--- src/rtl/lb_pkg.sv ---
// Shared defaults for the local-bus write merger.
package lb_pkg;

  localparam int unsigned LB_DW         = 32;
  localparam int unsigned LB_AW         = 16;
  localparam int unsigned LB_DEPTH_LOG2 = 2;
  localparam int unsigned LB_STAT_W     = 16;

  function automatic logic [LB_STAT_W-1:0] sat_inc(input logic [LB_STAT_W-1:0] v);
    return (v == '1) ? v : v + 1'b1;
  endfunction

endpackage

--- src/rtl/lb_fifo.sv ---
// Deferred-write FIFO: storage, wrapping pointers and occupancy count.
module lb_fifo
  import lb_pkg::*;
#(
  parameter int unsigned W          = LB_AW + LB_DW,
  parameter int unsigned DEPTH_LOG2 = LB_DEPTH_LOG2
) (
  input  logic                  clk,
  input  logic                  rst_n,
  input  logic                  i_push,
  input  logic                  i_pop,
  input  logic [W-1:0]          i_wdata,
  output logic [W-1:0]          o_rdata,
  output logic [DEPTH_LOG2:0]   o_count,
  output logic                  o_full,
  output logic                  o_empty
);

  localparam int unsigned DEPTH = 1 << DEPTH_LOG2;

  logic [W-1:0]          r_mem [DEPTH];
  logic [DEPTH_LOG2-1:0] r_wptr;
  logic [DEPTH_LOG2-1:0] r_rptr;
  logic [DEPTH_LOG2:0]   r_count;

  assign o_rdata = r_mem[r_rptr];
  assign o_count = r_count;
  assign o_full  = (r_count == (DEPTH_LOG2+1)'(DEPTH));
  assign o_empty = (r_count == '0);

  // Storage is not reset; stale entries are unreachable once pointers clear.
  always_ff @(posedge clk) begin
    if (i_push) r_mem[r_wptr] <= i_wdata;
  end

  always_ff @(posedge clk or negedge rst_n) begin
    if (!rst_n) begin
      r_wptr  <= '0;
      r_rptr  <= '0;
      r_count <= '0;
    end else begin
      if (i_push) r_wptr <= r_wptr + 1'b1;
      if (i_pop)  r_rptr <= r_rptr + 1'b1;
      case ({i_push, i_pop})
        2'b10:   r_count <= r_count + 1'b1;
        2'b01:   r_count <= r_count - 1'b1;
        default: r_count <= r_count;
      endcase
    end
  end

endmodule

--- src/rtl/lb_merge.sv ---
// Merges host writes (A, priority) with deferrable slave-bus writes (B) onto one bus.
// Optional statistics (drop_count, max_fill) enabled by macro LB_MERGE_STATS_EN.
module lb_merge
  import lb_pkg::*;
#(
  parameter int unsigned DW         = LB_DW,
  parameter int unsigned AW         = LB_AW,
  parameter int unsigned DEPTH_LOG2 = LB_DEPTH_LOG2
) (
  input  logic                  clk,
  input  logic                  rst_n,
  input  logic [DW-1:0]         lb_data,
  input  logic [AW-1:0]         lb_addr,
  input  logic                  lb_write,
  input  logic [DW-1:0]         lbo_data,
  input  logic [AW-1:0]         lbo_addr,
  input  logic                  lbo_write,
  output logic [DW-1:0]         out_data,
  output logic [AW-1:0]         out_addr,
  output logic                  out_write,
  output logic                  collision,
  output logic                  busy,
  output logic                  drop,
  output logic [LB_STAT_W-1:0]  drop_count,
  output logic [DEPTH_LOG2:0]   max_fill
);

  localparam int unsigned FW = AW + DW;

  logic [FW-1:0]       w_head;
  logic [DEPTH_LOG2:0] w_count;
  logic                w_full;
  logic                w_empty;
  logic                w_pop;
  logic                w_push;
  logic                w_drop;

  // A full FIFO still accepts a push when the head leaves in the same cycle.
  assign w_pop  = !w_empty && !lb_write;
  assign w_push = lbo_write && (!w_full || w_pop);
  assign w_drop = lbo_write && w_full && !w_pop;

  lb_fifo #(
    .W          (FW),
    .DEPTH_LOG2 (DEPTH_LOG2)
  ) u_fifo (
    .clk     (clk),
    .rst_n   (rst_n),
    .i_push  (w_push),
    .i_pop   (w_pop),
    .i_wdata ({lbo_addr, lbo_data}),
    .o_rdata (w_head),
    .o_count (w_count),
    .o_full  (w_full),
    .o_empty (w_empty)
  );

  logic [DW-1:0] r_out_data;
  logic [AW-1:0] r_out_addr;
  logic          r_out_write;
  logic          r_collision;
  logic          r_drop;

  always_ff @(posedge clk or negedge rst_n) begin
    if (!rst_n) begin
      r_out_data  <= '0;
      r_out_addr  <= '0;
      r_out_write <= 1'b0;
      r_collision <= 1'b0;
      r_drop      <= 1'b0;
    end else begin
      r_out_write <= lb_write || w_pop;
      r_collision <= lb_write && (lbo_write || !w_empty);
      r_drop      <= w_drop;
      if (lb_write) begin
        r_out_addr <= lb_addr;
        r_out_data <= lb_data;
      end else if (w_pop) begin
        r_out_addr <= w_head[FW-1:DW];
        r_out_data <= w_head[DW-1:0];
      end else begin
        r_out_addr <= '0;
        r_out_data <= '0;
      end
    end
  end

  assign out_data  = r_out_data;
  assign out_addr  = r_out_addr;
  assign out_write = r_out_write;
  assign collision = r_collision;
  assign drop      = r_drop;
  assign busy      = (w_count != '0);

`ifdef LB_MERGE_STATS_EN
  logic [LB_STAT_W-1:0] r_drop_count;
  logic [DEPTH_LOG2:0]  r_max_fill;

  always_ff @(posedge clk or negedge rst_n) begin
    if (!rst_n) begin
      r_drop_count <= '0;
      r_max_fill   <= '0;
    end else begin
      if (w_drop) r_drop_count <= sat_inc(r_drop_count);
      if (w_count > r_max_fill) r_max_fill <= w_count;
    end
  end

  assign drop_count = r_drop_count;
  assign max_fill   = r_max_fill;
`else
  assign drop_count = '0;
  assign max_fill   = '0;
`endif

endmodule
--- config.mk ---
export PLATFORM = sky130hd
export DESIGN_NAME = lb_merge
export DESIGN_NICKNAME = d
export VERILOG_FILES = /design/src/rtl/lb_pkg.sv /design/src/rtl/lb_fifo.sv /design/src/rtl/lb_merge.sv
export SDC_FILE = /design/constraint.sdc
export NUM_CORES = 1
export LEC_CHECK = 0
export BUFFER_PORTS_ARGS = -buffer_cell sky130_fd_sc_hd__buf_4
export CAP_MARGIN = 15
export CORE_ASPECT_RATIO = 0.6
export CORE_MARGIN = 2
export CORE_UTILIZATION = 50
export CTS_BUF_LIST = sky130_fd_sc_hd__clkbuf_2 sky130_fd_sc_hd__clkbuf_4 sky130_fd_sc_hd__clkbuf_8
export CTS_CLUSTER_DIAMETER = 120
export CTS_CLUSTER_SIZE = 8
export DETAILED_ROUTE_END_ITERATION = 16
export PLACE_DENSITY = 0.81
export SYNTH_ARGS = -nofsm -noshare
export SYNTH_HDL_FRONTEND = slang
export SYNTH_SLANG_ARGS = --single-unit
--- constraint.sdc ---
create_clock -name clk -period 6 [get_ports clk]
set_clock_uncertainty 0.15 [all_clocks]
set_input_delay 1.2 -clock clk [delete_from_list [all_inputs] [get_ports clk]]
set_output_delay 1.2 -clock clk [all_outputs]
set_load 0.005 [all_outputs]
==> results of run 1 <==
[state kept, by name (all words and copies together) (netlist names)]
register        flops
out_data           32
u_fifo.r_mem      192
drop                1
out_write           1
out_addr           16
u_fifo.o_count      3
u_fifo.r_rptr       2
collision           1
u_fifo.r_wptr       2
[worst register-to-register path, stage by stage (launching register included)]
cell and delay (ns):
dfrtp_1 0.44, nor2_1 0.10, a31oi_1 0.49, and2_2 0.64
buf_4 0.49
[cell type report]
type | count | area, sq um | area share [%]
clock buffers | 63 | 704 | 6.24
well taps | 240 | 300 | 2.66
multi-input cells | 143 | 1830 | 16.2
flip-flops and latches | 250 | 7220 | 64.0
repair buffers | 157 | 1190 | 10.6
clock inverters | 3 | 23.8 | 0.211
inverters | 5 | 18.8 | 0.166
[where the power goes]
group / internal, mW / leakage (nW) / switching (mW) / total (mW)
clock network: 0.738 / 0.390 / 0.601 / 1.34
registers: 2.29 / 2.46 / 0.225 / 2.52
logic: 0.665 / 1.45 / 0.534 / 1.20
total: 3.70 / 4.30 / 1.36 / 5.06
[layer usage]
metal / part of all wire, % / wire [um] / up-vias
li1: - / - / 2020
met1: 45 / 8170 / 2309
met2: 45 / 8130 / 221
met3: 9.3 / 1690 / 27
met4: 1.3 / 241 / 0
met5: 0 / 0 / -
[cell families (layout without fill, tap and decap cells)]
logic type | after synthesis | after routing | synth area share [%]
multiplexers | 50 | 50 | 11.9
AND/OR/NAND/NOR | 12 | 12 | 0.740
adder cells (fa/ha/maj) | 6 | 6 | 0.888
AO/OA/AOI/OAI | 50 | 50 | 4.67
buffers and inverters | 46 | 228 | 3.62
XOR/XNOR | 6 | 6 | 0.565
flip-flops | 250 | 250 | 77.6
other | 1 | 19 | 0.0403
[layout by cell type, fill, tap and decap left out]
| cell type | n |
|---|---|
| fa_1 | 1 |
| nor2_4 | 1 |
| mux2_2 | 2 |
| nor2_1 | 3 |
| clkinv_4 | 1 |
| ha_1 | 5 |
| a22o_1 | 48 |
| conb_1 | 19 |
| nor3b_1 | 1 |
| dfrtp_1 | 56 |
| buf_12 | 1 |
| inv_1 | 5 |
| a31oi_1 | 1 |
| nand2b_1 | 1 |
| dfrtp_4 | 1 |
| nand3_1 | 1 |
| edfxtp_1 | 192 |
| dfrtp_2 | 1 |
| xor2_1 | 3 |
| clkbuf_4 | 26 |
| buf_4 | 156 |
| a21boi_0 | 1 |
| and2_2 | 4 |
| clkbuf_8 | 37 |
| xnor2_1 | 3 |
| mux4_2 | 48 |
| nor3_2 | 1 |
| clkinvlp_4 | 2 |
[per-stage QoR]
step / utilization [%] / total power [mW]
floorplan: - / 3.32
global placement: 58.0 / 3.71
detailed placement: 58.0 / 3.77
CTS: 62.0 / 5.11
global route: 62.1 / 5.30
finish: 62.1 / 5.06
[worst max path at each step]
stage	from	end	slack [ns]	depth (start not counted)
detailed placement	lb_write	u_fifo.r_mem[1][3]	2.25	4
finish	lb_write	u_fifo.r_mem[2][9]	2.78	4
global placement	lb_write	u_fifo.r_mem[1][40]	2.40	4
global route	lb_write	u_fifo.r_mem[3][3]	2.64	4
floorplan	lb_write	u_fifo.r_mem[0][0]	2.51	3
CTS	lb_write	u_fifo.r_mem[1][31]	2.78	4
==> metrics.txt, run 1 <==
# H-tree levels=2; Synth area leader=edfxtp_1; ratio of cells with drive above 1 in the final layout=45.2%; final period demand of the worst path=3.22 ns; dpl ws=2.25 ns; WL per Instance=21.2 um; nets=700; number of global-route vias before repair=4870; largest net degree at the start of global routing=59; crit share post-route=53.7%; final instance area=11300 sq um; I/O Pins=171; YS warnings=0; largest cells by area after synthesis=edfxtp_1, dfrtp_1, mux4_2, a22o_1, buf_4; slowest CP cell=and2_2; Worst R2R End=u_fifo.r_mem[2][9]; # fillers=1266; CTS tree=done; CP Launch Type=input port; Primary FF master, synth=edfxtp_1; hold endpoint=u_fifo.o_count[2]; gr busiest metal=met2; sequential area share after synthesis=77.6%; Synth top cells by count=edfxtp_1, dfrtp_1, a22o_1, mux4_2, buf_4; die height=110 um; clock slew at reported path FFs=0.06 ns; initial core utilization=51.2%; Setup violations, final=0; Num CTS Buffers=37; Fmax=310 MHz; routability congestion estimate=0.749; Post-DP HPWL=11300 um; DR pass1 iterations=4; most used cell, CP=buf_4; status=finished, final reports clean; DP Area=10500 sq um; Resize count post-CTS=0; vias=4577; crit-path leading delay family=buffers and inverters; CP endpoint kind=flip-flop; r2r setup slk=3.34 ns; Worst EP arrival=3.23 ns; GRT Total Usage=18.8%; Distinct cells, synth=25; R2R Path Start=u_fifo.o_count[0]; Area Growth Syn to Fin=21.4%; final setup margin=2.78 ns; CTS Sinks=250; antenna cell count=0; DR DRC count=0; critical-path cell list=buf_4 > a31oi_1 > and2_2 > buf_4; antenna violations before repair=0; Slew HR=32.6%; met2 GRT Util=28.1%; setup_tns=0 ns; unrepaired setup endpoints after global routing=no; P per Cell Area=448 nW/um^2; number of synthesized flops with an enable pin=192; drt initial violations=408; Synth async-reset ratio=23.2%; synthesized flop and latch total=250; fin. max-slew vios=0; cell area after synthesis=9300 sq um; Slew @ Worst Pin=1.01 ns; number of nets with antenna violations after routing=0; Die X=180 um; Crit path buffers/inverters=2; Post-Syn Instances=421; Crit Path Class=input port to flip-flop; cts hold-fix bufs=0; top cell type's share of synthesized area=62.0%; Hold Path Stages=1; worst hold margin=0.407 ns; Worst VDD drop=0.211 mV; Skew-Pair Late Insertion Delay=0.51 ns; # rows=38; WL final=18200 um; met1 Usage GRT=28.0%; count leader, synth=edfxtp_1; CP max stage delay=0.64 ns; worst hold-check path type=flip-flop to flip-flop; syn avg cell area=22.1 sq um; fin cells=861; post-CTS setup buffer count=0; CTS Root Cell=clkbuf_8; remaining global-route overflow=0; Final Hold Vio Count=0; DR vias/cell=5.32; leakage=4.30 nW; Crit Path Max Fanout=54; Reg2Reg Depth=4; met3 usage=5.56%; Hold Crit Start=u_fifo.o_count[2]; Worst EP required=6.00 ns; port bufs=151; Inst Count DP=794; core area=18200 sq um; first-pass GRT wire length=27900 um; clk buf depth=3; full die area=19700 sq um; max_cap viols=0
No activity file was read; power rests on OpenSTA's default activity.
==> inputs of run 2 (changes only) <==
==> constraint.sdc (replaced) <==
create_clock -name clk -period 3 [get_ports clk]
set_clock_uncertainty 0.15 [all_clocks]
set_input_delay 0.6 -clock clk [delete_from_list [all_inputs] [get_ports clk]]
set_output_delay 0.6 -clock clk [all_outputs]
set_load 0.005 [all_outputs]
==> run 2 against run 1 <==
Die area is the same. Cell count grew 1.2%. Largest cell class unchanged. Critical path depth is the same. Design area grew 1.2%. Global-route usage grew 0.98 points. Sequential power grew 96%. Routed wire length grew 4.3%. Count of clock-buffer cells in the layout grew 1.
==> metrics.txt, run 2 (same netlist as run 1, synthesis figures left out) <==
status=finished, final reports clean; Reg2Reg Depth=9; CP Launch Type=flip-flop; Die X=180 um; initial core utilization=51.2%; nets=711; fin util=62.9%; # H-tree levels=2; port bufs=151; final period demand of the worst path=2.38 ns; fin. max-slew vios=0; unrepaired setup endpoints after global routing=no; antenna cell count=0; Worst EP required=2.25 ns; post-CTS setup buffer count=0; number of nets with antenna violations after routing=0; crit share post-route=79.2%; largest net degree at the start of global routing=59; most frequent cells in the layout=edfxtp_1, buf_4, dfrtp_1; # fillers=1257; final setup margin=0.623 ns; WL final=19000 um; Final Hold Vio Count=0; Skew-Pair Late Insertion Delay=0.49 ns; I/O Pins=171; clk buf depth=3; # rows=38; CP endpoint kind=output pin; r2r setup slk=0.75 ns; first-pass GRT wire length=29200 um; WL per Instance=21.8 um; ratio of cells with drive above 1 in the final layout=46.1%; full die area=19700 sq um; Fmax=421 MHz; most common cell after layout, fill and taps aside=edfxtp_1; Slew HR=43.0%; Worst EP arrival=1.63 ns; clock slew at reported path FFs=0.06 ns; sequential cell area=7220 sq um; remaining global-route overflow=0; Setup violations, final=0; setup_tns=0 ns; R2R Path Start=u_fifo.o_count[0]; DR pass1 iterations=4; Critical Path End=busy; routability congestion estimate=0.714; Crit Path Class=flip-flop to output pin; core area=18200 sq um; drt initial violations=494; CTS Root Cell=clkbuf_8; cts hold-fix bufs=0; Crit Path Max Fanout=4; worst hold margin=0.0572 ns; Top reg by flops=u_fifo.r_mem; leakage=4.38 nW; number of global-route vias before repair=5041; vias=4662; CTS Sinks=250; die height=110 um; Resize count post-CTS=0; max FFs per register=192; DR vias/cell=5.35; Area Growth Syn to Fin=22.8%; dpl ws=0.555 ns; Worst R2R End=u_fifo.o_count[2]; Num CTS Buffers=37; GRT Total Usage=19.8%; max_cap viols=0; CTS tree=done; DR DRC count=0; Post-DP HPWL=11800 um; CP Launch Point=u_fifo.o_count[0]; area of the multi-input gates=1830 sq um; Slew @ Worst Pin=0.855 ns; antenna violations before repair=0; P per Cell Area=895 nW/um^2; Worst VDD drop=0.383 mV; worst hold-check path type=input port to async pin
## run 2: cell count changes in the layout (fill, tap and decap cells not counted)
cell / before / now
clkinvlp_4: 2 / 0
buf_12: 1 / 6
buf_4: 156 / 162
clkbuf_4: 26 / 27
## run 2: metrics by stage
stage | instances | power (mW) | instance area, sq um
after floorplan | 439 | 6.64 | 9370
after global placement | 806 | 7.56 | 10700
after global routing | 871 | 10.8 | 11400
after detailed placement | 806 | 7.67 | 10700
after CTS | 871 | 10.4 | 11400
final | 871 | 10.2 | 11400
## run 2: how the worst min path moves through the flow
| stage | end | slack, ns | cells past startpoint |
|---|---|---|---|
| after floorplan | collision | 0.15 | 0 |
| after global placement | u_fifo.o_count[2] | 0.38 | 1 |
| after detailed placement | u_fifo.o_count[2] | 0.39 | 1 |
| after CTS | out_addr[3] | 0.08 | 1 |
| after global routing | out_addr[3] | 0.11 | 1 |
| final | out_addr[3] | 0.06 | 1 |
## run 2: where the power goes
part / total, mW / switching, mW / internal [mW]
sequential: 4.93 / 0.342 / 4.58
clock: 2.68 / 1.20 / 1.48
combinational: 2.62 / 1.19 / 1.43
## run 2: final cells by class
type                            instances  area share (%)
Timing Repair Buffer                  168            11.7
Sequential cell                       250            63.2
Clock buffer                           64            6.23
Multi-Input combinational cell        143            16.0
Inverter                                5           0.164
Tap cell                              240            2.63
Clock inverter                          1          0.0767
## run 2: worst max-delay path, cell delays in order, from the launching register on
cell and delay [ns]:
dfrtp_1 0.44, nor3_2 0.33, buf_4 0.20, inv_1 0.05, buf_4 0.13
## run 2: routing by layer
| layer | routed length [um] | global-route usage [%] |
|---|---|---|
| met1 | 8440 | 29.7 |
| met2 | 8570 | 29.4 |
| met3 | 1890 | 6.06 |
| met4 | 123 | 3.51 |
| met5 | 0 | 0 |
==> inputs of run 3 (changes only) <==
--- a/config.mk
+++ b/config.mk
@@ -5,6 +5,7 @@
 export SDC_FILE = /design/constraint.sdc
 export NUM_CORES = 1
 export LEC_CHECK = 0
+export ABC_AREA = 1
 export BUFFER_PORTS_ARGS = -buffer_cell sky130_fd_sc_hd__buf_4
 export CAP_MARGIN = 15
 export CORE_ASPECT_RATIO = 0.6
==> constraint.sdc (replaced) <==
create_clock -name clk -period 2.3 [get_ports clk]
set_clock_uncertainty 0.15 [all_clocks]
set_input_delay 0.46 -clock clk [delete_from_list [all_inputs] [get_ports clk]]
set_output_delay 0.46 -clock clk [all_outputs]
set_load 0.005 [all_outputs]
==> run 3 against run 2 <==
Synthesized cell count up 89%. Hold slack worse by 0.038 ns. Sequential cell count unchanged. Non-clock buffer count up 74. Die area up 4.5%. Largest cell class unchanged. Largest power group unchanged.
==> metrics.txt, run 3 <==
status=finished, final reports clean; P per Cell Area=1130 nW/um^2; full die area=20600 sq um; share of power burned in registers=44.2%; syn avg cell area=12.2 sq um; Worst R2R End=u_fifo.o_count[2]; YS warnings=0; gr busiest metal=met2; largest family of logic cells by synthesized area=simple AND/OR/NAND/NOR gates; Worst EP required=1.69 ns; core area=19000 sq um; overall power=14.2 mW; most frequent cells in the layout=nand2_1, edfxtp_1, buf_4; Crit path buffers/inverters=1; initial core utilization=51.1%; antenna violations before repair=1; Distinct cells, synth=20; CTS Root Cell=clkbuf_8; slowest CP cell=dfrtp_1; routability congestion estimate=0.732; number of global-route vias before repair=6754; Skew-Pair Late Insertion Delay=0.50 ns; final period demand of the worst path=2.12 ns; die height=112 um; met3 usage=5.16%; nets=1140; drt initial violations=621; Primary FF master, synth=edfxtp_1; Hold Path Stages=1; leakage=5.29 nW; Comb power frac=30.6%; CP Launch Type=flip-flop; worst hold-check path type=input port to flip-flop; Synth async-reset ratio=23.2%; DR DRC count=0; # H-tree levels=2; Num CTS Buffers=37; CP max stage delay=0.44 ns; unrepaired setup endpoints after global routing=no; Crit Path Max Fanout=4; WL per Instance=17.5 um; first-pass GRT wire length=35700 um; Inst Count DP=1168; port bufs=151; Psw=4.62 mW; number of nets with antenna violations after routing=0; DR vias/cell=5.09; Compound-Gate Fraction of Synth Area=0.270%; Slew HR=45.3%; final setup margin=0.180 ns; Synth top cells by count=nand2_1, edfxtp_1, nand3_1; clock slew at reported path FFs=0.06 ns; Die X=184 um; count leader, synth=nand2_1; Top reg by flops=u_fifo.r_mem; sequential area share after synthesis=74.2%; hold endpoint=u_fifo.r_mem[1][3]; Reg2Reg Depth=7; GRT Total Usage=22.7%; mux cell area share after synthesis=0%; crit share post-route=92.2%; Post-Syn Instances=797; Area Growth Syn to Fin=29.5%; fin. max-slew vios=0; Slew @ Worst Pin=0.820 ns; crit-path leading delay family=flip-flops; ratio of cells with drive above 1 in the final layout=23.2%; Fmax=472 MHz; max FFs per register=192; switch share=32.6%; most common cell after layout, fill and taps aside=nand2_1; Crit Path Class=flip-flop to output pin; top cell type's share of synthesized area=59.3%; cell area after synthesis=9730 sq um; Post-DP HPWL=12800 um; CTS tree=done; post-synthesis adder-cell area fraction=0.849%; dpl ws=0.244 ns; # rows=39; DP Area=11100 sq um; Clock power frac=25.3%; CTS Sinks=250; Synth area leader=edfxtp_1; Worst EP arrival=1.51 ns; synthesized flop and latch total=250; DR pass1 iterations=5; largest net degree at the start of global routing=98; number of synthesized flops with an enable pin=192; R2R Path Start=u_fifo.o_count[0]; XOR/XNOR Fraction of Synth Area=0.360%; largest cells by area after synthesis=edfxtp_1, dfrtp_1, nand2_1, nand3_1, buf_4; post-synthesis simple-gate area fraction=19.6%; final instance area=12600 sq um; met2 GRT Util=34.5%; WL final=22900 um; fin cells=1310; setup_tns=0 ns; vias=6667; Setup violations, final=0; P_int=9.55 mW; CP endpoint kind=output pin; max_cap viols=0; Hold Crit Start=lbo_data[3]; remaining global-route overflow=0; Worst VDD drop=0.857 mV; r2r setup slk=0.31 ns; critical-path cell list=nor2_4 > nand2_1 > buf_4; I/O Pins=171; met1 Usage GRT=33.6%; Final Hold Vio Count=0; clk buf depth=3
[run 3: changes by cell type after synthesis, moves of 5 or more]
cell / change
buf_2: +20
buf_6: +5
buf_12: -5
buf_4: +6
mux4_2: -48
a22o_1: -48
nand2_1: +301
nand3_1: +148
inv_1: +8
[run 3: through the flow]
step / util (%) / hold WS [ns]
finish: 66.2 / 0.0192
global route: 66.2 / 0.00334
global placement: 58.4 / 0.373
CTS: 66.2 / 0.000963
detailed placement: 58.4 / 0.403
floorplan: - / 0.0144
[run 3: cell type report]
| cell class | instances | area, sq um |
|---|---|---|
| flip-flops and latches | 250 | 7220 |
| fillers | 1304 | 6430 |
| multi-input cells | 488 | 2150 |
| repair buffers | 242 | 2110 |
| clock buffers | 65 | 726 |
| well taps | 246 | 308 |
| inverters | 15 | 58.8 |
| clock inverters | 2 | 17.5 |
| diodes | 2 | 5.00 |
[run 3: worst register-to-register path, delay by kind of cell, from the launching register on]
family          cells  cell delay [ns]
flops               1             0.44
fa+ha+maj           2             0.70
xor+xnor            1             0.14
compound gates      1             0.07
simple gates        3             0.36
[run 3: kinds of logic after synthesis]
kind of cell	count (synthesis)
flops	250
xor+xnor	4
compound gates	3
other cells	1
buf+inv	77
fa+ha+maj	6
simple gates	456
[run 3: worst max-delay path by stage]
stage	start	end	slack, ns	cells past startpoint
after global routing	u_fifo.o_count[0]	busy	0.11	3
after floorplan	lb_write	u_fifo.r_mem[0][0]	-0.48	4
after global placement	lb_write	u_fifo.o_count[2]	0.29	8
after detailed placement	lb_write	u_fifo.o_count[2]	0.24	8
after CTS	u_fifo.o_count[0]	busy	0.15	3
final	u_fifo.o_count[0]	busy	0.18	3
[run 3: power by group through the flow]
| stage | combinational (mW) | sequential [mW] | clock, mW |
|---|---|---|---|
| 5_1_grt | 4.81 | 6.35 | 3.85 |
| 4_1_cts | 4.31 | 6.25 | 3.64 |
| 2_1_floorplan | 2.55 | 6.32 | 0 |
| 3_5_place_dp | 4.20 | 6.33 | 0 |
| 3_3_place_gp | 4.11 | 6.30 | 0 |
| 6_report | 4.33 | 6.26 | 3.58 |
[run 3: repair_timing]
action | in CTS | in global routing
endpoints found under the hold margin | 232 | 0
hold buffers | 73 | 0
gates resized for setup | 0 | 0
buffers inserted | 0 | 0
[run 3: routing by layer]
metal  wire length (um)  part of all wire, %
met5                  0                    0
met1              10000                   44
met2              10500                   46
met3               2030                  8.9
met4                274                  1.2
